--- config.mk ---
export PLATFORM = sky130hd
export DESIGN_NAME = wb_commit
export DESIGN_NICKNAME = d
export VERILOG_FILES = /design/src/rtl/wb_commit.sv
export SDC_FILE = /design/constraint.sdc
export NUM_CORES = 2
export LEC_CHECK = 0
export CELL_PAD_IN_SITES_DETAIL_PLACEMENT = 1
export CELL_PAD_IN_SITES_GLOBAL_PLACEMENT = 1
export CORE_MARGIN = 8
export CORE_UTILIZATION = 40
export DETAILED_ROUTE_END_ITERATION = 10
export DONT_BUFFER_PORTS = 1
export GPL_TIMING_DRIVEN = 1
export PLACE_DENSITY = 0.65
export SLEW_MARGIN = 20
export SYNTH_ARGS = -nofsm -noshare
export SYNTH_HDL_FRONTEND = slang
export SYNTH_SLANG_ARGS = --single-unit
--- constraint.sdc ---
create_clock -name clk -period 3.5 [get_ports clk]
set_input_delay 0.7 -clock clk [delete_from_list [all_inputs] [get_ports clk]]
set_output_delay 0.7 -clock clk [all_outputs]
set_load 0.005 [all_outputs]
--- src/rtl/wb_commit.sv ---
// Write-back commit stage: register file with same-cycle W->D bypass,
// a non-fall-through commit-trace FIFO and a saturating retire counter.
module wb_commit #(
    parameter int TRACE_DEPTH = 4
) (
    input  logic        clk,
    input  logic        reset,
    input  logic        MemtoReg_W,
    input  logic        RegWrite_W,
    input  logic [31:0] ReadData_W,
    input  logic [4:0]  WriteReg_W,
    input  logic [31:0] PC_W,
    input  logic [31:0] RegData_W,
    input  logic [4:0]  RA1_D,
    input  logic [4:0]  RA2_D,
    output logic [31:0] RD1_D,
    output logic [31:0] RD2_D,
    output logic        trace_valid,
    input  logic        trace_ready,
    output logic [31:0] trace_pc,
    output logic [4:0]  trace_reg,
    output logic [31:0] trace_data,
    output logic        trace_overflow,
    output logic [31:0] retire_count
);

    localparam int PTR_W = (TRACE_DEPTH > 1) ? $clog2(TRACE_DEPTH) : 1;
    localparam int CNT_W = PTR_W + 1;
    localparam logic [CNT_W-1:0] FULL_CNT = CNT_W'(TRACE_DEPTH);

    logic [31:0] regs     [32];
    logic [31:0] pc_mem   [TRACE_DEPTH];
    logic [4:0]  reg_mem  [TRACE_DEPTH];
    logic [31:0] data_mem [TRACE_DEPTH];

    logic [PTR_W-1:0] wr_ptr, rd_ptr;
    logic [CNT_W-1:0] count;
    logic [31:0]      wd;
    logic             commit, full, pop, push;

    // A full FIFO can still accept a push when the head leaves in the same cycle.
    always_comb begin
        wd     = MemtoReg_W ? ReadData_W : RegData_W;
        commit = RegWrite_W && (WriteReg_W != 5'd0);
        full   = (count == FULL_CNT);
        pop    = (count != '0) && trace_ready;
        push   = commit && (!full || pop);
    end

    always_comb begin
        RD1_D = regs[RA1_D];
        if (RA1_D == 5'd0)
            RD1_D = '0;
        else if (commit && (WriteReg_W == RA1_D))
            RD1_D = wd;

        RD2_D = regs[RA2_D];
        if (RA2_D == 5'd0)
            RD2_D = '0;
        else if (commit && (WriteReg_W == RA2_D))
            RD2_D = wd;
    end

    always_ff @(posedge clk) begin
        if (reset) begin
            for (int i = 0; i < 32; i++)
                regs[i] <= '0;
        end else if (commit) begin
            regs[WriteReg_W] <= wd;
        end
    end

    // Storage needs no reset; the pointers and count alone define validity.
    always_ff @(posedge clk) begin
        if (push) begin
            pc_mem[wr_ptr]   <= PC_W;
            reg_mem[wr_ptr]  <= WriteReg_W;
            data_mem[wr_ptr] <= wd;
        end
    end

    always_ff @(posedge clk) begin
        if (reset) begin
            wr_ptr         <= '0;
            rd_ptr         <= '0;
            count          <= '0;
            trace_overflow <= 1'b0;
            retire_count   <= '0;
        end else begin
            if (push)
                wr_ptr <= wr_ptr + 1'b1;
            if (pop)
                rd_ptr <= rd_ptr + 1'b1;
            if (push && !pop)
                count <= count + 1'b1;
            else if (pop && !push)
                count <= count - 1'b1;
            if (commit && full && !pop)
                trace_overflow <= 1'b1;
            if (commit && (retire_count != 32'hFFFF_FFFF))
                retire_count <= retire_count + 32'd1;
        end
    end

    always_comb begin
        trace_valid = (count != '0);
        trace_pc    = trace_valid ? pc_mem[rd_ptr]   : '0;
        trace_reg   = trace_valid ? reg_mem[rd_ptr]  : '0;
        trace_data  = trace_valid ? data_mem[rd_ptr] : '0;
    end

endmodule

; ---- Word-level counts from Yosys, hierarchy flattened
; Memories as Yosys holds them, arrays and structs flattened. A register that Yosys moved wholly into a read port is not among the register bits.
; Index checks and enable logic that the tools add are counted.
[word_totals]
register_bits = 40
ramBits = 1300
in_bits = 116
out_inout_bits = 167
elab_cells = 64
mem_count = 4
[mem_list]
columns = name, depth, word_bits, read_ports, rd_clocked_by_memory_dff, wr, line
row1 = regs, 32, 32, 2, 0, 32, 31  ; logic [31:0] regs [32];
row2 = data_mem, 4, 32, 1, 1, 1, 34  ; logic [31:0] data_mem [TRACE_DEPTH];
row3 = pc_mem, 4, 32, 1, 1, 1, 32  ; logic [31:0] pc_mem [TRACE_DEPTH];
row4 = reg_mem, 4, 5, 1, 1, 1, 33  ; logic [4:0] reg_mem [TRACE_DEPTH];
[op_classes]
addsub = 5
n_eq_ne = 4
mux = 26
n_reduce_logical = 20
[op_table]
columns = operator, n
row1 = $mux 32, 8
row2 = $add 32x1->32 const B, 1
row3 = $ne 32x32->1 const B, 1
row4 = $reduce_or 32->1, 1
row5 = $mux 2, 6
row6 = $eq 5x5->1, 2
row7 = $logic_and 1x1->1, 10
row8 = $logic_not 5->1, 2
row9 = $mux 5, 2
row10 = $mux 1, 8
row11 = $mux 3, 2
row12 = $reduce_bool 5->1, 1
row13 = $add 2x1->2 const B, 2
row14 = $add 3x1->3 const B, 1
row15 = $eq 3x3->1 const B, 1
row16 = $logic_not 1->1, 3
row17 = $reduce_bool 3->1, 1
row18 = $sub 3x1->3 const B, 1
row19 = $reduce_bool 2->1, 1
row20 = $logic_or 1x1->1, 1

; ---- Depth between registers and ports, before layout
[logic_depth]
depth_word = 8
ltp_mapped = 11
depth_no_buf = 9

; ---- Least setup slack after synthesis
; Ideal clock, no wire load.
[synth_timing]
path_type = input to register
from = input WriteReg_W[0]
to = memory data_mem[1][0], enable pin
setup_time_ns = 0.435
t_arrival_ns = 3.266
t_required_ns = 3.065
slack_ns = -0.200
path_stages = 5
n_path_buf = 2
cell_sequence = clkbuf_1 -> o31ai_1 -> clkbuf_1 -> nor2_1 -> and2_1
[synth_between]
elab_chain_len = 5
[synth_rtl]
columns = item, line
row1 = from (decl), 11  ; input logic [4:0] WriteReg_W,
row2 = $reduce_bool 5->1, 44  ; commit = RegWrite_W && (WriteReg_W != 5'd0);
row3 = $logic_and 1x1->1, 44
row4 = $logic_and 1x1->1, 47  ; push = commit && (!full || pop);
row5 = net push, 39  ; logic commit, full, pop, push;
row6 = $mux 1, 75  ; if (push) begin
row7 = $mux 1 (not written as such), 78  ; data_mem[wr_ptr] <= wd;
row8 = to (decl), 34
; The timed path passes the listed nets, and every way through them passes these cells.

; ---- Worst setup path in the final report
[layout_timing]
from = input RA1_D[0]
to = output RD1_D[17]
[layout_between]
elab_chain_len = 4
word_cells_on_any_way = 6
cone_classes = eq/ne: 1 / mux: 2 / reduce/logical: 2 / memory: 1
[layout_rtl]
columns = item, line
row1 = from (decl), 14  ; input logic [4:0] RA1_D,
row2 = branches (longest 3 deep; another with $mem_v2 32x32), -
row3 = $mux 32 *, 52  ; if (RA1_D == 5'd0)
row4 = to (decl), 16  ; output logic [31:0] RD1_D,
; Every way passes the cells marked *.

==> results_dict.tcl <==
set metrics [dict create \
    outcome "complete, but fails checks" \
    violations "setup timing" \
    n_fill_cell 15870 \
    seqCellArea_sq_um 39890 \
    dieArea_sq_um 176700 \
    synth_async_sr_flop_share 0 \
    synth_area_leader_cell "edfxtp_1" \
    io-pin-count 283 \
    min_from "reset" \
    synth_top_area_frac 0.5968 \
    antenna_found_initial 3 \
    cpMostUsedCell "mux4_2" \
    worstSkewPairLatency_ns 0.80 \
    syn_area_per_cell_sq_um 14.91 \
    yosys-top-cells-area "edfxtp_1 60%, mux4_2 20%, nor2_1 6.0%" \
    totalWireLength_um 237200 \
    power_frac_clock 0.380 \
    hold_viol 0 \
    via_per_inst 6.376 \
    cts.sinks 1342 \
    crit_path_end_kind "output pin" \
    dp_slack_ns -0.4549 \
    final_cell_count_no_fill 6740 \
    seq_power_share 0.467 \
    met2WireLength_um 113000 \
    placed_area_sq_um 69600 \
    fin_crit_sh 1.146 \
    maxCapViolations 0 \
    switchingPower_w 0.01055 \
    h-tree-depth 4 \
    die_height_um 420.4 \
    ys.flop_type "edfxtp_1" \
    placed_cells 6423 \
    multi_input_area_sq_um 25170 \
    setup_viol 62 \
    cp_top_family "multiplexers" \
    worstMarginPinSlew_ns 1.291 \
    power_frac_comb 0.152 \
    final_layout_size_suffix_gt1_frac 0.2932 \
    firstDrtPassIters 6 \
    timing.rr.start "retire_count[8]$_SDFFE_PP0P_" \
    p_int_w 0.03042 \
    cp_slowest_cell "mux4_2" \
    startpoint_type "primary input" \
    yosysSeqAreaShare 0.6097 \
    initial_core_util 0.4023 \
    nets 4572 \
    antenna_left 0 \
    switching_share 0.2575 \
    finalMaxSlewViolations 0 \
    vdd_drop_max_v 0.0005337 \
    m1WireLength_um 90230 \
    portBuffers 0 \
    grt_remaining_overflow 0 \
    num_rows 148 \
    path_class "primary input to output pin" \
    area_delta_synth_final_pct 15.78 \
    slew_headroom 0.1394 \
    finalClockSkew_ns 0.02505 \
    grt_pass1_wl_um 331900 \
    crit_start "RA1_D[0]" \
    rsz0062_at_grt "yes" \
    cts_buffer_depth 3 \
    fp.coreArea_sq_um 162600 \
    first_global_vias 44000 \
    grt.total_usage 0.2627 \
    final.min_clock_period_ns 4.011 \
    max_freq_ghz 0.2493 \
    ys_types 57 \
    cts_buffers 149 \
    synth_edf_count 1300 \
    cp_data_arrival_time_ns 3.31 \
    wl_met3_um 22530 \
    design_area_sq_um 75740 \
    fin_ws_ns -0.5112 \
    netlist_area_sq_um 65410 \
    hold_path_class "primary input to flip-flop" \
    dp_hpwl_um 138200 \
    synthesis.instances 4387 \
    wl_per_cell_um 35.20 \
    drt_iter0_markers 5452 \
    max_stage_delay_ns 0.86 \
    critPathMaxFanout 304 \
    ys_seq_elements 1342 \
    clkSlewWorstSetupHoldPaths_ns 0.06 \
    cts_root_buffer "clkbuf_16" \
    p_leak_nw 25.56 \
    cp_data_required_time_ns 2.80 \
    highest_layer "met5" \
    num_vias 42970 \
    crit_chain "mux4_2 -> mux4_2 -> a32oi_2 -> o21ai_1 -> buf_4 -> buf_6" \
    crit_buf_inv 2 \
    die_width_um 420.4 \
    gp_congestion 0.8690 \
    finalPower_w 0.04097 \
    yosys_warnings 0 \
    drc 0 \
    cts_tree "done" \
    power.density_nw_per_um2 540.9 \
    grt_max_degree 305 \
]
-- cell usage after synthesis (6+ instances only) --
cell type  count
a211oi_1      35
a21oi_1       53
a221o_1       15
a221oi_1      38
a22oi_1       54
a31oi_1       19
a32oi_1        6
and2_1        87
buf_1         30
buf_2         51
buf_4         14
clkbuf_1     343
dfxtp_1       42
edfxtp_1    1300
ha_1           6
inv_1         47
mux2_2         6
mux2i_1      182
mux4_2       579
nand2_1      109
nand2b_1      32
nand3_1       31
nor2_1      1041
nor2b_1       27
nor3_1        24
nor4_1        14
o211ai_1       8
o21ai_0       81
o31ai_1       11
or3_1          8
xnor2_1       31
xor2_1        11
-- cells by family (layout without fill, tap and decap cells) --
| group | count (synthesis) | after routing | synth area share |
|---|---|---|---|
| simple gates | 1405 | 1407 | 0.09029 |
| flops | 1342 | 1342 | 0.6097 |
| mux | 767 | 767 | 0.2282 |
| buf+inv | 488 | 628 | 0.02990 |
| compound gates | 335 | 335 | 0.03479 |
| xor+xnor | 42 | 42 | 0.005624 |
| fa+ha+maj | 7 | 7 | 0.001454 |
| other cells | 1 | 37 | 0.00005733 |
-- layer usage --
metal | vias to the layer above | global-route usage
li1 | 16970 | -
met5 | - | 0
met4 | 2 | 0.1114
met2 | 2543 | 0.4286
met1 | 22900 | 0.3449
met3 | 556 | 0.05146
-- path summary, 6_finish.rpt --
path | end | slack, ns | depth (start not counted)
worst min-delay path | regs[0][3]$_SDFFCE_PN0P_ | 0.12 | 0
worst max register to register | retire_count[16]$_SDFFE_PP0P_ | 0.99 | 6
worst max-delay path | RD1_D[17] | -0.51 | 6
worst min register to register | count[2]$_SDFFE_PP0P_ | 0.51 | 2
-- layout make-up --
type	count	share of cell area
timing repair buffer	317	0.04023
inverter	49	0.002462
sequential	1342	0.5266
antenna	5	0.0001652
tap	2175	0.03593
clock buffer	181	0.05166
clock inverter	81	0.01057
multi-input combinational	2590	0.3323
-- cell usage in the layout (no fill, tap or decap), types with 17 or more instances in the layout --
cell type	netlist	routed
nand3_1	31	31
buf_12	0	39
dlygate4sd3_1	0	38
a22oi_2	0	27
nand2b_2	0	31
clkinv_1	1	25
a22oi_1	54	27
clkbuf_1	343	29
a221oi_1	38	26
mux2i_4	0	35
dfxtp_1	42	40
nand2_1	109	70
o21ai_1	0	27
nand2_2	0	35
clkinv_2	0	32
nor2_1	1041	1040
buf_6	1	17
mux4_2	579	579
mux2i_1	182	143
and2_1	87	79
inv_1	47	47
nor2b_1	27	20
xnor2_1	31	30
buf_4	14	222
nor3_1	24	21
a21oi_1	53	35
o21ai_0	81	40
edfxtp_1	1300	1300
conb_1	1	32
clkbuf_16	0	152
a211oi_2	0	19
-- power by group through the flow --
stage / logic [W] / registers (W) / clock network (W)
5_1_grt: 0.00653 / 0.0192 / 0.0164
4_1_cts: 0.00612 / 0.0191 / 0.0158
6_report: 0.00623 / 0.0192 / 0.0156
2_1_floorplan: 0.00404 / 0.0192 / 0
3_5_place_dp: 0.00592 / 0.0195 / 0
3_3_place_gp: 0.00586 / 0.0194 / 0
-- timing repair --
item / in CTS / in global routing
resized for setup: 121 / 103
endpoints found under the setup margin: 50 / 64
hold endpoints to repair: 198 / 0
pin swaps: 40 / 40
cloned: 0 / 2
setup buffers: 10 / 7
hold buffers: 39 / 0
-- stage by stage --
stage	TNS [ns]	utilization	hold slack (ns)
after floorplan	0	-	0.4604
after global placement	-9.393	0.4281	0.4778
after detailed placement	-4.376	0.4281	0.5021
after CTS	-1.148	0.4625	0.0008204
after global routing	-8.490	0.4657	0.02454
final	-13.56	0.4658	0.1187
-- sequential cells by signal (all words and copies together) (netlist names), named ones only --
name            count
trace_overflow      1
regs             1024
wr_ptr              2
rd_ptr              2
pc_mem            128
count               3
data_mem          128
retire_count       32
reg_mem            20
Power figures use the tool's default switching activity.
